==> src/rtl/minimig_autoconfig_chain_if.sv <==
// CPU-side config-window bus shared by the autoconfig sequencer and its host.
// master drives address/data/strobes, slave returns the combinational read nibble word.
interface minimig_autoconfig_chain_if;
   logic        clk7_en;
   logic [8:1]  address_in;
   logic [15:0] data_in;
   logic [15:0] data_out;
   logic        rd;
   logic        hwr;
   logic        lwr;
   logic        sel;

   modport master (
      output clk7_en, address_in, data_in, rd, hwr, lwr, sel,
      input  data_out
   );

   modport slave (
      input  clk7_en, address_in, data_in, rd, hwr, lwr, sel,
      output data_out
   );
endinterface

==> src/rtl/minimig_autoconfig_chain.sv <==
// Port-driven Zorro II/III autoconfig chain: presents eligible slots in index order at 0xE80000.
// Reads are combinational; scanning takes one clk per slot, bus writes advance only on clk7_en.
module minimig_autoconfig_chain #(
   parameter int NUM_BOARDS = 4,
   parameter int IDX_W      = 3
) (
   input  logic                       clk,
   input  logic                       reset,
   minimig_autoconfig_chain_if.slave  bus,
   input  logic                       m68020,
   input  logic [NUM_BOARDS-1:0]      board_enable,
   input  logic [NUM_BOARDS-1:0]      board_z3,
   input  logic [8*NUM_BOARDS-1:0]    er_type,
   input  logic [8*NUM_BOARDS-1:0]    er_product,
   input  logic [8*NUM_BOARDS-1:0]    er_flags,
   input  logic [16*NUM_BOARDS-1:0]   er_manuf,
   input  logic [32*NUM_BOARDS-1:0]   er_serial,
   output logic [NUM_BOARDS-1:0]      board_configured,
   output logic [NUM_BOARDS-1:0]      board_shutup,
   output logic [16*NUM_BOARDS-1:0]   board_base,
   output logic [IDX_W-1:0]           active_board,
   output logic                       autoconfig_done
);

   localparam int                NSLOT    = 1 << IDX_W;
   localparam logic [IDX_W-1:0]  NULL_IDX = IDX_W'(NUM_BOARDS);

   typedef enum logic [1:0] {ST_INIT, ST_SCAN, ST_ACTIVE, ST_DONE} state_t;

   state_t                  r_state, w_state_nxt;
   logic [IDX_W-1:0]        r_idx, w_idx_nxt;
   logic [IDX_W-1:0]        r_active, w_active_nxt;
   logic                    r_done;
   logic [NUM_BOARDS-1:0]   r_configured, r_shutup;
   logic [15:0]             r_base [NUM_BOARDS];

   logic [NSLOT-1:0]        w_elig;
   logic [7:0]              w_type, w_product, w_flags;
   logic [15:0]             w_manuf;
   logic [31:0]             w_serial;
   logic                    w_z3;
   logic [5:0]              w_woff;
   logic [7:0]              w_byte;
   logic [3:0]              w_nib_raw, w_nib;
   logic                    w_wr;
   logic                    w_cfg_set, w_shut_set;
   logic                    w_base_hi_we, w_base_lo_we;
   logic [7:0]              w_base_hi_dat, w_base_lo_dat;
   logic                    w_unused;

   // Padded to the full index range so the scan index can address it directly.
   assign w_elig   = NSLOT'(board_enable & (~board_z3 | {NUM_BOARDS{m68020}}));
   assign w_woff   = bus.address_in[6:1];
   assign w_wr     = bus.clk7_en & bus.sel & (bus.hwr | bus.lwr);
   assign w_unused = bus.rd;

   always_comb begin
      w_type    = 8'h00;
      w_product = 8'h00;
      w_flags   = 8'h00;
      w_manuf   = 16'h0000;
      w_serial  = 32'h0000_0000;
      w_z3      = 1'b0;
      for (int i = 0; i < NUM_BOARDS; i++) begin
         if (r_active == IDX_W'(i)) begin
            w_type    = er_type[8*i +: 8];
            w_product = er_product[8*i +: 8];
            w_flags   = er_flags[8*i +: 8];
            w_manuf   = er_manuf[16*i +: 16];
            w_serial  = er_serial[32*i +: 32];
            w_z3      = board_z3[i];
         end
      end
   end

   // Each descriptor byte occupies two words: high nibble first, low nibble second.
   always_comb begin
      w_byte = 8'h00;
      case (w_woff[4:1])
         4'h0:    w_byte = w_type;
         4'h1:    w_byte = w_product;
         4'h2:    w_byte = w_flags;
         4'h4:    w_byte = w_manuf[15:8];
         4'h5:    w_byte = w_manuf[7:0];
         4'h6:    w_byte = w_serial[31:24];
         4'h7:    w_byte = w_serial[23:16];
         4'h8:    w_byte = w_serial[15:8];
         4'h9:    w_byte = w_serial[7:0];
         default: w_byte = 8'h00;
      endcase
      w_nib_raw = w_woff[0] ? w_byte[3:0] : w_byte[7:4];
      w_nib     = 4'h0;
      if (r_state == ST_ACTIVE && bus.address_in[8:7] == 2'b00 && !w_woff[5])
         w_nib = (w_woff[4:1] == 4'h0) ? w_nib_raw : ~w_nib_raw;
   end

   assign bus.data_out = bus.sel ? {w_nib, 12'hfff} : 16'h0000;

   always_comb begin
      w_state_nxt   = r_state;
      w_idx_nxt     = r_idx;
      w_active_nxt  = r_active;
      w_cfg_set     = 1'b0;
      w_shut_set    = 1'b0;
      w_base_hi_we  = 1'b0;
      w_base_lo_we  = 1'b0;
      w_base_hi_dat = bus.data_in[15:8];
      w_base_lo_dat = 8'h00;
      case (r_state)
         ST_INIT: begin
            w_state_nxt = ST_SCAN;
            w_idx_nxt   = '0;
         end
         ST_SCAN: begin
            if (r_idx >= NULL_IDX) begin
               w_state_nxt  = ST_DONE;
               w_active_nxt = NULL_IDX;
            end else if (w_elig[r_idx]) begin
               w_state_nxt  = ST_ACTIVE;
               w_active_nxt = r_idx;
            end else begin
               w_idx_nxt = r_idx + IDX_W'(1);
            end
         end
         ST_ACTIVE: begin
            if (w_wr) begin
               case (bus.address_in)
                  8'h24: if (!w_z3 && bus.hwr) begin
                     w_base_hi_we = 1'b1;
                     w_base_lo_we = 1'b1;
                     w_cfg_set    = 1'b1;
                     w_state_nxt  = ST_SCAN;
                     w_idx_nxt    = r_active + IDX_W'(1);
                  end
                  8'h22: if (w_z3 && bus.hwr) begin
                     w_base_hi_we  = 1'b1;
                     w_base_lo_we  = bus.lwr;
                     w_base_lo_dat = bus.data_in[7:0];
                     w_cfg_set     = 1'b1;
                     w_state_nxt   = ST_SCAN;
                     w_idx_nxt     = r_active + IDX_W'(1);
                  end
                  8'h23: if (w_z3) begin
                     w_base_lo_we  = 1'b1;
                     w_base_lo_dat = bus.data_in[15:8];
                  end
                  8'h26: begin
                     w_shut_set  = 1'b1;
                     w_state_nxt = ST_SCAN;
                     w_idx_nxt   = r_active + IDX_W'(1);
                  end
                  default: ;
               endcase
            end
         end
         ST_DONE: ;
         default: w_state_nxt = ST_INIT;
      endcase
   end

   always_ff @(posedge clk or posedge reset) begin
      if (reset) begin
         r_state  <= ST_INIT;
         r_idx    <= '0;
         r_active <= NULL_IDX;
         r_done   <= 1'b0;
      end else begin
         r_state  <= w_state_nxt;
         r_idx    <= w_idx_nxt;
         r_active <= w_active_nxt;
         r_done   <= r_done | (w_state_nxt == ST_DONE);
      end
   end

   always_ff @(posedge clk or posedge reset) begin
      if (reset) begin
         r_configured <= '0;
         r_shutup     <= '0;
         for (int i = 0; i < NUM_BOARDS; i++) r_base[i] <= 16'h0000;
      end else begin
         for (int i = 0; i < NUM_BOARDS; i++) begin
            if (r_active == IDX_W'(i)) begin
               if (w_cfg_set)    r_configured[i] <= 1'b1;
               if (w_shut_set)   r_shutup[i]     <= 1'b1;
               if (w_base_hi_we) r_base[i][15:8] <= w_base_hi_dat;
               if (w_base_lo_we) r_base[i][7:0]  <= w_base_lo_dat;
            end
         end
      end
   end

   for (genvar g = 0; g < NUM_BOARDS; g++) begin : g_base
      assign board_base[16*g +: 16] = r_base[g];
   end

   assign board_configured = r_configured;
   assign board_shutup     = r_shutup;
   assign active_board     = r_active;
   assign autoconfig_done  = r_done;

endmodule
==> src/flat_wrapper.sv <==
// flat-port wrapper written by rule: the top's interface ports become plain ports
module minimig_autoconfig_chain_flat 
#(
   parameter int NUM_BOARDS = 4,
   parameter int IDX_W      = 3
)
  (clk, reset, m68020, board_enable, board_z3, er_type, er_product, er_flags, er_manuf, er_serial, board_configured, board_shutup, board_base, active_board, autoconfig_done, bus_clk7_en, bus_address_in, bus_data_in, bus_rd, bus_hwr, bus_lwr, bus_sel, bus_data_out);
  minimig_autoconfig_chain_if bus_i ();
  input  logic clk;
  input  logic reset;
  input  logic m68020;
  input  logic [NUM_BOARDS-1:0] board_enable;
  input  logic [NUM_BOARDS-1:0] board_z3;
  input  logic [8*NUM_BOARDS-1:0] er_type;
  input  logic [8*NUM_BOARDS-1:0] er_product;
  input  logic [8*NUM_BOARDS-1:0] er_flags;
  input  logic [16*NUM_BOARDS-1:0] er_manuf;
  input  logic [32*NUM_BOARDS-1:0] er_serial;
  output logic [NUM_BOARDS-1:0] board_configured;
  output logic [NUM_BOARDS-1:0] board_shutup;
  output logic [16*NUM_BOARDS-1:0] board_base;
  output logic [IDX_W-1:0] active_board;
  output logic autoconfig_done;
  input wire logic [$bits(bus_i.clk7_en)-1:0] bus_clk7_en;
  input wire logic [$bits(bus_i.address_in)-1:0] bus_address_in;
  input wire logic [$bits(bus_i.data_in)-1:0] bus_data_in;
  input wire logic [$bits(bus_i.rd)-1:0] bus_rd;
  input wire logic [$bits(bus_i.hwr)-1:0] bus_hwr;
  input wire logic [$bits(bus_i.lwr)-1:0] bus_lwr;
  input wire logic [$bits(bus_i.sel)-1:0] bus_sel;
  output wire logic [$bits(bus_i.data_out)-1:0] bus_data_out;
  assign bus_i.clk7_en = bus_clk7_en;
  assign bus_i.address_in = bus_address_in;
  assign bus_i.data_in = bus_data_in;
  assign bus_i.rd = bus_rd;
  assign bus_i.hwr = bus_hwr;
  assign bus_i.lwr = bus_lwr;
  assign bus_i.sel = bus_sel;
  assign bus_data_out = bus_i.data_out;
  minimig_autoconfig_chain #(.NUM_BOARDS(NUM_BOARDS), .IDX_W(IDX_W)) u_core (.clk(clk), .reset(reset), .bus(bus_i), .m68020(m68020), .board_enable(board_enable), .board_z3(board_z3), .er_type(er_type), .er_product(er_product), .er_flags(er_flags), .er_manuf(er_manuf), .er_serial(er_serial), .board_configured(board_configured), .board_shutup(board_shutup), .board_base(board_base), .active_board(active_board), .autoconfig_done(autoconfig_done));
endmodule
==> config.mk <==
export PLATFORM = sky130hd
export DESIGN_NAME = minimig_autoconfig_chain_flat
export DESIGN_NICKNAME = d
export VERILOG_FILES = /design/src/rtl/minimig_autoconfig_chain_if.sv /design/src/rtl/minimig_autoconfig_chain.sv /design/src/flat_wrapper.sv
export SDC_FILE = /design/constraint.sdc
export NUM_CORES = 1
export LEC_CHECK = 0
export CAP_MARGIN = 20
export CORE_AREA = 10 10 156 158
export DETAILED_ROUTE_END_ITERATION = 16
export DIE_AREA = 0 0 166 168
export PLACE_DENSITY_LB_ADDON = 0.3
export SYNTH_ARGS = -nofsm -noshare
export SYNTH_HDL_FRONTEND = slang
export SYNTH_SLANG_ARGS = --single-unit
==> constraint.sdc <==
create_clock -name clk -period 3.5 [get_ports clk]
set_clock_uncertainty 0.2 [all_clocks]
set_input_delay 0.525 -clock clk [delete_from_list [all_inputs] [get_ports clk]]
set_output_delay 0.525 -clock clk [all_outputs]
set_load 0.005 [all_outputs]
==> summary.md <==
| Metric | Value |
|---|---|
| Starting Density | 30.2% |
| CTS tree | built |
| Worst reg2reg startpoint | u_core.active_board[0] |
| HPWL after detailed placement | 30500 um |
| Power share of the combinational group | 23.7% |
| Synth top cells by count | mux2_2, dfrtp_1, o22ai_1 |
| CP endpoint kind | output port |
| Origin of the worst setup path | u_core.active_board[0] |
| Row cnt | 54 |
| Layout cells sized above 1 | 34.7% |
| IO buf count | 418 |
| Worst Path Max Fanout | 9 |
| Finished Layout Cells | 1409 |
| Post-synthesis sequential area ratio | 31.4% |
| Measured slew at the worst slew-check pin | 1.06 ns |
| CP Data Arrival Time | 2.84 ns |
| RSZ-0062 raised after global routing | yes |
| Post-Syn Area per Cell | 10.4 um^2 |
| Global-route wire length before repair | 53200 um |
| DIE HEIGHT | 168 um |
| Worst setup endpoint | bus_data_out[13] |
| Final setup viols | 3 |
| Part of the power in the clock network | 42.1% |
| Crit share post-route | 102% |
| Req. time, crit path | 2.77 ns |
| Worst R2R Setup Slack | 0.22 ns |
| Yosys top cell by area | dfrtp_1 |
| Reg power frac | 34.2% |
| Crit start category | flop |
| Slowest stage cell, crit path | dfrtp_4 |
| Vias in the first global route | 7920 |
| Core box area | 21400 um^2 |
| Register bit count reported by yosys | 81 |
| Mapped cell area | 6470 um^2 |
| Main flop type after synthesis | dfrtp_1 |
| Die W | 166 um |
| EDFF count, synth | 0 |
| Global route overflow | 0 |
| Status | finished with violations |
| Layout area overhead | 96.6% |
| VDD IR max | 0.387 mV |
| Post-synthesis cell count | 622 |
| I/O Pins | 420 |
| Dominant cells by area after synthesis | dfrtp_1, mux2_2, o22ai_1, mux2i_1, a22oi_1 |
| Fmax | 280 MHz |
| Worst setup margin | -0.0661 ns |
| Num CTS Buffers | 9 |
| DR iter-0 viols | 351 |
| Clock latency on the worst-skew pair | 0.33 ns |
| Post-Route WL | 36900 um |
| Vias per cell | 5.21 |
| Switching part of the total | 21.0% |
| Post-DR wirelength/cell | 26.2 um |
| Netlist cell types | 56 |
| DRT Pass-1 Iters | 7 |
| Synth async-reset ratio | 100% |
| Syn_nets | 955 |
| Crit path top cell by count | buf_12 |
| Tmin final | 3.57 ns |
| Vias post-DR | 7342 |
| Drc violations | 0 |
| Failing checks | negative setup slack |
| CTS root buf | clkbuf_16 |
| R2R Path End | u_core.board_base[38] |
| Reg2Reg Depth | 12 |
| Slew Limit Fails | 0 |
| Register clock-pin slew on the reported worst setup and hold paths | 0.06 ns |
| Synth warn | 0 |
| Max transition margin | 28.5% |
| GRT Overall Usage | 24.7% |
| # Max-Cap Violations | 0 |
| Final Hold Viols | 0 |
| Worst-case clock buffer depth | 2 |
| Psw | 576 uW |
| Pre-CTS WS | -0.582 ns |
| Most common cell in the netlist | mux2_2 |
| Largest stage delay, worst path | 0.52 ns |
| Post-route ant nets | 0 |
| P_leak | 0.00510 uW |
| Critical path class | flop to output port |
| RD Place Congestion | 0.944 |
| Hold WS | 0.253 ns |
| CP Cell Sequence | buf_12, buf_12, buf_12, buf_4, mux2_2, o22ai_1, o22ai_1, nor3_1, a21oi_1, mux2i_1, buf_2 |
| Die area | 27900 um^2 |
| Hold-fix buffers at CTS | 0 |
| Largest net degree at the start of global routing | 42 |
| Placed insts | 1382 |
| H-tree levels | 3 |
| Antenna violations before repair | 8 |
| Final net count | 1452 |
| Clock sinks | 81 |
| Hold Path Class | flop to flop |
| Internal | 2160 uW |
| Power Dens Cells | 215 nW/um^2 |
| Post-synth top area share | 30.9% |
[cell type report]
| class | count | area, um^2 |
|---|---|---|
| Antenna cell | 5 | 12.5 |
| Clock buffer | 10 | 229 |
| Clock inverter | 6 | 138 |
| Fill cell | 1841 | 8700 |
| Inverter | 11 | 42.5 |
| Multi-Input combinational cell | 474 | 4500 |
| Sequential cell | 81 | 2030 |
| Tap cell | 280 | 350 |
| Timing Repair Buffer | 542 | 5420 |
[cell families (layout without fill, tap and decap cells)]
logic type	count (synthesis)	in the layout	synth area share (%)
other	0	5	0
AO/OA/AOI/OAI	160	160	16.8
AND/OR/NAND/NOR	98	98	8.84
flip-flops	81	81	31.4
multiplexers	211	211	37.0
buffers and inverters	67	569	5.09
adder cells (fa/ha/maj)	5	5	0.967
[metrics by stage]
| stage | util [%] | power, uW | TNS, ns | area [um^2] |
|---|---|---|---|---|
| after floorplan | - | 1100 | 0 | 6470 |
| after global placement | 54.8 | 1570 | -1.97 | 11700 |
| after detailed placement | 54.8 | 1580 | -2.63 | 11700 |
| after CTS | 58.8 | 2750 | -0.102 | 12600 |
| after global routing | 59.4 | 2820 | -0.368 | 12700 |
| final | 59.4 | 2740 | -0.131 | 12700 |
[power groups by stage]
| stage | Clock, uW | Sequential [uW] | Combinational (uW) |
|---|---|---|---|
| floorplan | 0 | 954 | 149 |
| global placement | 0 | 954 | 617 |
| detailed placement | 0 | 954 | 622 |
| CTS | 1170 | 936 | 645 |
| global route | 1210 | 936 | 682 |
| finish | 1150 | 936 | 648 |
[per-layer routing]
| layer | up-vias | routed length [um] | GRT usage [%] |
|---|---|---|---|
| met2 | 314 | 18800 | 43.3 |
| met1 | 3571 | 14100 | 27.7 |
| li1 | 3409 | - | - |
| met5 | - | 41 | 0 |
| met4 | 6 | 794 | 7.40 |
| met3 | 42 | 3130 | 8.59 |
[layout by cell type, fill, tap and decap left out, drive strengths merged, types with 3 or more instances in the layout]
cell           Yosys  final
o221ai             6      6
diode              0      5
mux2             173    173
o21ai             12     12
a211oi             5      5
nor3              20     20
a21oi             10     10
and2               3      3
bufinv             0      4
o22ai             79     79
nand2             23     23
a22oi             16     16
nor3b              3      3
buf               43    126
nor2b              3      3
a21o               4      4
nor2              19     19
inv               10     10
clkbuf            13     11
ha                 5      5
nand3              8      8
mux2i             33     33
a221o              3      3
nand2b             7      7
mux4               5      5
clkdlybuf4s50      0    411
a21boi             4      4
dfrtp             80     80
nand3b             4      4
clkinv             1      3
[what timing repair did]
action,4_1_cts,5_1_grt
setup buffers,10,0
endpoints found under the setup margin,15,12
cloned,3,1
endpoints found under the hold margin,0,0
pin swaps,18,6
gates resized for setup,82,23
[worst min path at each step]
stage	startpoint	to	slack [ns]	cells after the start
6_report	u_core.board_shutup[0]	u_core.board_shutup[0]	0.25	1
5_1_grt	u_core.board_shutup[0]	u_core.board_shutup[0]	0.26	1
4_1_cts	u_core.board_shutup[0]	u_core.board_shutup[0]	0.26	1
3_5_place_dp	u_core.board_shutup[0]	u_core.board_shutup[0]	0.25	1
3_3_place_gp	u_core.board_shutup[2]	u_core.board_shutup[2]	0.24	1
2_1_floorplan	u_core.autoconfig_done	u_core.autoconfig_done	0.25	1
[flip-flops by register name, indices dropped and copies added, names as in the netlist]
register                 count
u_core.active_board          3
u_core.autoconfig_done       1
u_core.board_base           64
u_core.board_configured      4
u_core.board_shutup          4
u_core.r_idx                 3
u_core.r_state               2
[critical path: cells and delay by family (launching register included)]
family                 cells  cell delay (ns)
AO/OA/AOI/OAI              3             0.54
buffers and inverters      5             0.80
flip-flops                 1             0.52
multiplexers               2             0.41
AND/OR/NAND/NOR            1             0.23
Power figures use the tool's default switching activity.
